$ cat src/rtl/v_upd_ingress_if.sv
// Shared payload types and the ingress bus bundle between the upstream update
// source, the ingress FIFO and the list engine.
package v_pkg;
    typedef logic [3:0] id_t;
    typedef logic [1:0] cmd_t;
    typedef logic [7:0] key_t;
    typedef logic [7:0] size_t;
endpackage

// Handshake: a word moves on a rising edge where i_in_vld && o_in_rdy; while
// o_in_rdy is low the source holds the word. o_upd_vld_r is a one-cycle pulse
// per issued word with no back-pressure.
interface v_upd_ingress_if #(
    parameter int DEPTH = 4
);
    localparam int LW = $clog2(DEPTH + 1);

    logic          i_in_vld;
    logic          o_in_rdy;
    v_pkg::id_t    i_in_prod_id;
    v_pkg::cmd_t   i_in_cmd;
    v_pkg::key_t   i_in_key;
    v_pkg::size_t  i_in_size;
    logic          i_busy;
    logic          o_upd_vld_r;
    v_pkg::id_t    o_upd_prod_id_r;
    v_pkg::cmd_t   o_upd_cmd_r;
    v_pkg::key_t   o_upd_key_r;
    v_pkg::size_t  o_upd_size_r;
    logic [LW-1:0] o_level_r;
    logic          o_empty_r;
    logic          o_full_r;

    modport master (
        output i_in_vld, i_in_prod_id, i_in_cmd, i_in_key, i_in_size, i_busy,
        input  o_in_rdy, o_upd_vld_r, o_upd_prod_id_r, o_upd_cmd_r,
               o_upd_key_r, o_upd_size_r, o_level_r, o_empty_r, o_full_r
    );

    modport slave (
        input  i_in_vld, i_in_prod_id, i_in_cmd, i_in_key, i_in_size, i_busy,
        output o_in_rdy, o_upd_vld_r, o_upd_prod_id_r, o_upd_cmd_r,
               o_upd_key_r, o_upd_size_r, o_level_r, o_empty_r, o_full_r
    );
endinterface

$ cat src/rtl/v_upd_ingress.sv
// Update ingress FIFO: buffers upstream list updates while the list engine is
// initialising and issues them one per cycle, in order, with registered outputs.
module v_upd_ingress #(
    parameter int DEPTH = 4
) (
    input logic           clk,
    input logic           rst,
    v_upd_ingress_if.slave bus
);
    localparam int PW = (DEPTH > 1) ? $clog2(DEPTH) : 1;
    localparam int LW = $clog2(DEPTH + 1);

    typedef struct packed {
        v_pkg::id_t   prod_id;
        v_pkg::cmd_t  cmd;
        v_pkg::key_t  key;
        v_pkg::size_t size;
    } entry_t;

    entry_t        mem_q [DEPTH];
    logic [PW-1:0] wr_ptr_q, wr_ptr_d;
    logic [PW-1:0] rd_ptr_q, rd_ptr_d;
    logic [LW-1:0] level_q, level_d;
    logic          empty_q, empty_d;
    logic          full_q, full_d;
    logic          upd_vld_q;
    entry_t        upd_q;
    entry_t        in_word;
    logic          push;
    logic          pop;

    assign in_word = '{prod_id: bus.i_in_prod_id, cmd: bus.i_in_cmd,
                       key: bus.i_in_key, size: bus.i_in_size};

    // Ready and pop decisions come from registered flags only; i_busy gates the
    // pop combinationally so a rising busy stalls issue on that very edge.
    assign push = bus.i_in_vld && !full_q;
    assign pop  = !empty_q && !bus.i_busy;

    always_comb begin
        wr_ptr_d = wr_ptr_q;
        rd_ptr_d = rd_ptr_q;
        level_d  = level_q;
        if (push) begin
            wr_ptr_d = (wr_ptr_q == PW'(DEPTH - 1)) ? '0 : wr_ptr_q + PW'(1);
        end
        if (pop) begin
            rd_ptr_d = (rd_ptr_q == PW'(DEPTH - 1)) ? '0 : rd_ptr_q + PW'(1);
        end
        if (push && !pop) begin
            level_d = level_q + LW'(1);
        end else if (pop && !push) begin
            level_d = level_q - LW'(1);
        end
        empty_d = (level_d == '0);
        full_d  = (level_d == LW'(DEPTH));
    end

    // Storage carries no reset: the level counter guarantees a slot is
    // written before it can be read.
    always_ff @(posedge clk) begin
        if (push) begin
            mem_q[wr_ptr_q] <= in_word;
        end
    end

    always_ff @(posedge clk or negedge rst) begin
        if (!rst) begin
            wr_ptr_q  <= '0;
            rd_ptr_q  <= '0;
            level_q   <= '0;
            empty_q   <= 1'b1;
            full_q    <= 1'b0;
            upd_vld_q <= 1'b0;
            upd_q     <= '0;
        end else begin
            wr_ptr_q  <= wr_ptr_d;
            rd_ptr_q  <= rd_ptr_d;
            level_q   <= level_d;
            empty_q   <= empty_d;
            full_q    <= full_d;
            upd_vld_q <= pop;
            if (pop) begin
                upd_q <= mem_q[rd_ptr_q];
            end
        end
    end

    assign bus.o_in_rdy        = !full_q;
    assign bus.o_upd_vld_r     = upd_vld_q;
    assign bus.o_upd_prod_id_r = upd_q.prod_id;
    assign bus.o_upd_cmd_r     = upd_q.cmd;
    assign bus.o_upd_key_r     = upd_q.key;
    assign bus.o_upd_size_r    = upd_q.size;
    assign bus.o_level_r       = level_q;
    assign bus.o_empty_r       = empty_q;
    assign bus.o_full_r        = full_q;
endmodule

$ cat src/flat_wrapper.sv
// flat-port wrapper written by rule: the top's interface ports become plain ports
module v_upd_ingress_flat 
#(
    parameter int DEPTH = 4
)
  (clk, rst, bus_i_in_vld, bus_i_in_prod_id, bus_i_in_cmd, bus_i_in_key, bus_i_in_size, bus_i_busy, bus_o_in_rdy, bus_o_upd_vld_r, bus_o_upd_prod_id_r, bus_o_upd_cmd_r, bus_o_upd_key_r, bus_o_upd_size_r, bus_o_level_r, bus_o_empty_r, bus_o_full_r);
  v_upd_ingress_if #(.DEPTH(DEPTH)) bus_i ();
  input logic clk;
  input logic rst;
  input wire logic [$bits(bus_i.i_in_vld)-1:0] bus_i_in_vld;
  input wire logic [$bits(bus_i.i_in_prod_id)-1:0] bus_i_in_prod_id;
  input wire logic [$bits(bus_i.i_in_cmd)-1:0] bus_i_in_cmd;
  input wire logic [$bits(bus_i.i_in_key)-1:0] bus_i_in_key;
  input wire logic [$bits(bus_i.i_in_size)-1:0] bus_i_in_size;
  input wire logic [$bits(bus_i.i_busy)-1:0] bus_i_busy;
  output wire logic [$bits(bus_i.o_in_rdy)-1:0] bus_o_in_rdy;
  output wire logic [$bits(bus_i.o_upd_vld_r)-1:0] bus_o_upd_vld_r;
  output wire logic [$bits(bus_i.o_upd_prod_id_r)-1:0] bus_o_upd_prod_id_r;
  output wire logic [$bits(bus_i.o_upd_cmd_r)-1:0] bus_o_upd_cmd_r;
  output wire logic [$bits(bus_i.o_upd_key_r)-1:0] bus_o_upd_key_r;
  output wire logic [$bits(bus_i.o_upd_size_r)-1:0] bus_o_upd_size_r;
  output wire logic [$bits(bus_i.o_level_r)-1:0] bus_o_level_r;
  output wire logic [$bits(bus_i.o_empty_r)-1:0] bus_o_empty_r;
  output wire logic [$bits(bus_i.o_full_r)-1:0] bus_o_full_r;
  assign bus_i.i_in_vld = bus_i_in_vld;
  assign bus_i.i_in_prod_id = bus_i_in_prod_id;
  assign bus_i.i_in_cmd = bus_i_in_cmd;
  assign bus_i.i_in_key = bus_i_in_key;
  assign bus_i.i_in_size = bus_i_in_size;
  assign bus_i.i_busy = bus_i_busy;
  assign bus_o_in_rdy = bus_i.o_in_rdy;
  assign bus_o_upd_vld_r = bus_i.o_upd_vld_r;
  assign bus_o_upd_prod_id_r = bus_i.o_upd_prod_id_r;
  assign bus_o_upd_cmd_r = bus_i.o_upd_cmd_r;
  assign bus_o_upd_key_r = bus_i.o_upd_key_r;
  assign bus_o_upd_size_r = bus_i.o_upd_size_r;
  assign bus_o_level_r = bus_i.o_level_r;
  assign bus_o_empty_r = bus_i.o_empty_r;
  assign bus_o_full_r = bus_i.o_full_r;
  v_upd_ingress #(.DEPTH(DEPTH)) u_core (.clk(clk), .rst(rst), .bus(bus_i));
endmodule
$ cat config.mk
export PLATFORM = sky130hd
export DESIGN_NAME = v_upd_ingress_flat
export DESIGN_NICKNAME = d
export VERILOG_FILES = /design/src/rtl/v_upd_ingress_if.sv /design/src/rtl/v_upd_ingress.sv /design/src/flat_wrapper.sv
export SDC_FILE = /design/constraint.sdc
export NUM_CORES = 1
export LEC_CHECK = 0
export ABC_CLOCK_PERIOD_IN_PS = 2050
export CAP_MARGIN = 20
export CORE_ASPECT_RATIO = 1.2
export CORE_MARGIN = 3
export CORE_UTILIZATION = 30
export DETAILED_ROUTE_END_ITERATION = 6
export SKIP_CTS_REPAIR_TIMING = 1
export SLEW_MARGIN = 20
export SYNTH_ARGS = -nofsm -noshare
export SYNTH_HDL_FRONTEND = slang
export SYNTH_SLANG_ARGS = --single-unit
$ cat constraint.sdc
create_clock -name clk -period 2.05 [get_ports clk]
set_input_delay 0.41 -clock clk [delete_from_list [all_inputs] [get_ports clk]]
set_output_delay 0.41 -clock clk [all_outputs]
set_load 0.01 [all_outputs]
# Word-level counts from Yosys, hierarchy flattened
# Memories as Yosys holds them, arrays and structs flattened. A register that Yosys moved wholly into a read port is not among the register bits.
# Index checks and enable logic that the tools add are counted.
# op_classes
n_addsub	4
muxes	6
n_reduce_logical	11
n_bitwise	0
div_mod_pow	0
order_cmp	0
n_mul	0
n_eq_ne	3
n_shift	0
# ops
op	count
1-bit zero test	6
3-bit two-way mux	2
2-bit by 1-bit adder with 2-bit output, second input constant	2
2-bit equality test, second input constant	2
1-bit logical AND	4
2-bit two-way mux	2
3-bit by 1-bit adder with 3-bit output, second input constant	1
3-bit equality test, second input constant	1
3-bit zero test	1
3-bit by 1-bit subtractor with 3-bit output, second input constant	1
1-bit two-way mux	2
# word_totals
memories	1
reg_bits	10
romBits	0
latchBits	0
ram_bits	88
in_bits	26
# memory_table
memory	depth	word_bits	read_ports	rd_ports_with_merged_regs	wr	line	text
u_core.mem_q	4	22	1	1	1	v_upd_ingress.sv:20	entry_t mem_q [DEPTH];

# Longest topological paths before layout
# Gate-level depths: netlist of the first run.
# logic_depth
word_depth	7
mapped_depth	6
depth_no_buf	6

# Worst setup path before layout of the first run
# No wires, ideal clock.
# synth_path
kind	reg-to-reg
from	register u_core.full_q, in the netlist u_core.bus.o_full_r
to	memory u_core.mem_q[3][0] (netlist name), enable pin
setup_slack_ns	0.337
setup_time_ns	0.381
synth_period_minus_slack_ns	1.713
arrival_ns	1.333
required_ns	1.669
path_stages_with_launch	3
path_cell_list	dfrtp_1 -> nor2b_1 -> and2_1
# synth_via
elab_chain_len	4
# synth_rtl
element	line	text
from (decl)	v_upd_ingress.sv:25	logic full_q, full_d;
from (signal assigned)	v_upd_ingress.sv:81	full_q <= full_d;
1-bit zero test	v_upd_ingress.sv:37	assign push = bus.i_in_vld && !full_q;
1-bit logical AND	v_upd_ingress.sv:37	
1-bit two-way mux	v_upd_ingress.sv:62	if (push) begin
1-bit two-way mux (not written as such)	v_upd_ingress.sv:63	mem_q[wr_ptr_q] <= in_word;
to (decl)	v_upd_ingress.sv:20	
# No other way between the ends.

# Worst setup path after layout of the first run
# layout_path
from	register u_core.empty_q, in the netlist u_core.bus.o_empty_r
to	output port bus_o_empty_r
# layout_rtl
element	line	text
from (decl)	v_upd_ingress.sv:24	logic empty_q, empty_d;
from (signal assigned)	v_upd_ingress.sv:80	empty_q <= empty_d;
to (decl)	flat_wrapper.sv:23	output wire logic [$bits(bus_i.o_empty_r)-1:0] bus_o_empty_r;
# No word-level cell between the ends.

==> reports/qor.csv, run 1 <==
stage,metric,value,unit
final_layout,Syn-to-layout area delta,32.96,%
drt,drt pass-1 iters,4,
clocking,"CTS clk-pin slew, worst paths",60,ps
placed_design,gpl congestion,0.6626,
setup_path,"Slowest-stage cell, CP",dfstp_2,
status,status,finished clean,
grt,first-pass GRT wire length,13300,um
setup_path,Critical Path End,bus_o_empty_r,
placed_design,DPL Wire Length,5291,um
floorplan,Initial Util,30.91,%
flow_run,max_cap viols,0,
setup_path,family with the most delay on the worst path,flip-flops,
synthesis,Mapped Area,0.004681,mm^2
setup_path,critical path class,reg2out,
synthesis,cells after synthesis,219,
clocking,Sink Count,120,
drt,wire length per cell,16.30,um
grt,gr usage total,10.49,%
timing,"Hold Vio Cnt, Final",0,
drt,vias,2224,
final_layout,share of layout cells above drive strength 1,27.92,%
grt,total gr overflow,0,
timing,worst slew pin tran,778.9,ps
setup_path,critical path depth in cells,1,
clocking,clk_lat worst skew,400,ps
synthesis,"top cells by area, synth","edfxtp_1 56%, dfrtp_1 17%, mux4_2 8.7%",
setup_path,crit path DAT,1500,ps
setup_path,Reg2Reg Capture Point,u_core.bus.o_full_r,
timing,setup violators final,0,
setup_path,worst path buffer plus inverter count,1,
setup_path,CP peak stage delay,570,ps
setup_path,Setup crit end kind,output pin,
clocking,CTS tree,done,
setup_path,Setup crit start,u_core.bus.o_empty_r,
drt,number of DRC markers in iteration 0,146,
final_layout,number of nets in the layout,328,
grt,met3 Use GR,3.447,%
drt,Post-route DRC,0,
synthesis,"Seq/Total Area, Yosys",73.59,%
hold_path,hold crit path type,in2async,
placed_design,Port Buffers,54,
power,VDD IR max,687.1,uV
power,PwrDens,1551,mW/mm^2
synthesis,Post-synth EDFFs,88,
final_layout,Ant. Diodes,0,
timing,Post-Route Setup TNS,0,ps
synthesis,share of flip-flops with an asynchronous set or reset,26.67,%
drt,WL final,8345,um
placed_design,"Cell Area, Placed",0.005590,mm^2
setup_path,crit path launch type,flip-flop,
setup_path,CP cell instances,clkdlybuf4s50_1,
floorplan,CORE AREA,0.01514,mm^2
timing,clock skew,8.847,ps
synthesis,Unique masters post-synth,31,
clocking,TritonCTS Buffers,17,
setup_path,R2R depth,5,
synthesis,"flops & latches, synth",120,
floorplan,Die Wd,120.0,um
synthesis,post-synth top area share,56.46,%
timing,fin crit share,93.39,%
synthesis,syn_area_per_cell,21.37,um^2
timing,Rel. slew slack,48.07,%
setup_path,Required @ worst endpoint,1640,ps
synthesis,"Primary FF master, synth",edfxtp_1,
power,Leakage,2.251,nW
grt,Top Usage Layer GRT,met2,
synthesis,leading area contributor after synthesis,edfxtp_1,
drt,via/cell ratio,4.344,
timing,FMAX,522.3,MHz
timing,minimum clock period,1915,ps
floorplan,die area,0.01714,mm^2
floorplan,die height,142.8,um
setup_path,largest fanout on the critical path,4,
synthesis,syn_nets,252,
grt,met1 Use GR,13.15,%
final_layout,fill cell count,1355,
grt,initial antenna violation count,0,
clocking,Longest Clk Path Bufs,2,
synthesis,YS warnings,0,
floorplan,Top Ports,55,
timing,unrepaired setup endpoints after global routing,false,
setup_path,register-to-register setup slack,290,ps
floorplan,row count,49,
grt,met2 usage,17.02,%
grt,vias in the first global route,2438,
timing,Final Max Tran Viols,0,
clocking,root buffer cell,clkbuf_16,
final_layout,post-route cell area,0.006223,mm^2
setup_path,RR Startpoint,u_core.bus.o_level_r[0],
grt,pin count of the biggest net entering global routing,33,
drt,"antenna viol nets, final",0,
clocking,htree depth,4,
==> cell type report <==
class	instances	area, um^2	area share (%)
flip-flops and latches	120	3446	55.37
multi-input cells	84	1141	18.34
repair buffers	66	725.7	11.66
clock buffers	18	429.2	6.896
well taps	204	255.2	4.101
clock inverters	14	203.9	3.277
inverters	6	22.52	0.3619
==> worst min-delay path by stage <==
stage	slack [ps]	start	end	cells past startpoint
after CTS	120	rst	u_core.bus.o_upd_cmd_r[0]	1
final	90	rst	u_core.bus.o_upd_cmd_r[0]	1
after global routing	140	rst	u_core.bus.o_upd_cmd_r[0]	1
after global placement	500	u_core.bus.o_upd_size_r[2]	u_core.bus.o_upd_size_r[2]	1
after detailed placement	500	u_core.bus.o_upd_key_r[5]	u_core.bus.o_upd_key_r[5]	1
after floorplan	110	rst	u_core.bus.o_full_r	0
==> Yosys cell counts (2+ instances only) <==
library cell   n
and2_1         5
buf_12         2
buf_2          5
dfrtp_1       31
edfxtp_1      88
ha_1           7
inv_1          6
mux2_2         7
mux2_4        18
mux4_1         4
mux4_2        18
nand2_1        2
nor2_1         3
nor2b_1        2
o211ai_1       2
o21ai_0        3
xnor2_1        2
==> cell families after synthesis <==
family / Yosys count / share of synthesized area [%]
flip-flops: 120 / 73.59
multiplexers: 47 / 18.36
buffers and inverters: 15 / 2.192
adder cells (fa/ha/maj): 7 / 1.871
AO/OA/AOI/OAI: 9 / 1.256
XOR/XNOR: 2 / 0.3743
AND/OR/NAND/NOR: 19 / 2.353
==> placed cells by master (no fill, tap or decap), drive strengths merged, types with 2 or more instances in the layout <==
master / instances
nand2: 2
mux4: 22
dfrtp: 31
nor2: 3
clkbuf: 18
nor2b: 2
o21ai: 3
xnor2: 2
clkinv: 7
and2: 5
inv: 7
clkdlybuf4s50: 53
ha: 7
bufinv: 5
edfxtp: 88
buf: 13
o211ai: 2
mux2: 25
==> where the power goes <==
part	switching (mW)	internal, mW
sequential	0.337	3.34
combinational	1.12	1.72
clock	0.987	2.14
total	2.45	7.20
==> state kept, by name, summed over array words and instances (netlist names) <==
register,flops
u_core.bus.o_empty_r,1
u_core.bus.o_upd_vld_r,1
u_core.rd_ptr_q,2
u_core.bus.o_upd_prod_id_r,4
u_core.bus.o_upd_key_r,8
u_core.bus.o_full_r,1
u_core.bus.o_upd_size_r,8
u_core.bus.o_level_r,3
u_core.wr_ptr_q,2
u_core.mem_q,88
u_core.bus.o_upd_cmd_r,2
==> routing by layer <==
layer  up-vias  part of all wire [%]  routed length [um]
met5         -                     0                   0
met4         0                  0.58                  48
met2        49                    51                4270
met3         4                   3.8                 315
li1       1025                     -                   -
met1      1146                    44                3712
==> metrics by stage <==
| step | hold WS [ps] | std cells | total power [mW] | util, % | setup slack [ps] |
|---|---|---|---|---|---|
| 6_report | 89.46 | 512 | 9.650 | 41.10 | 135.4 |
| 5_1_grt | 138.8 | 512 | 10.18 | 41.10 | 81.28 |
| 4_1_cts | 118.5 | 512 | 9.815 | 41.10 | 111.8 |
| 3_5_place_dp | 497.6 | 480 | 6.638 | 36.92 | 119.5 |
| 3_3_place_gp | 499.8 | 480 | 6.569 | 36.92 | 96.28 |
| 2_1_floorplan | 114.4 | 219 | 5.404 | - | 336.8 |
Power figures use the tool's default switching activity.
==> run 2: changes to the inputs <==
Settings changed: HOLD_SLACK_MARGIN set to 0.03.
==> results of run 2 <==
Same layout as run 1: the final DEF is identical, and so are final timing and power.
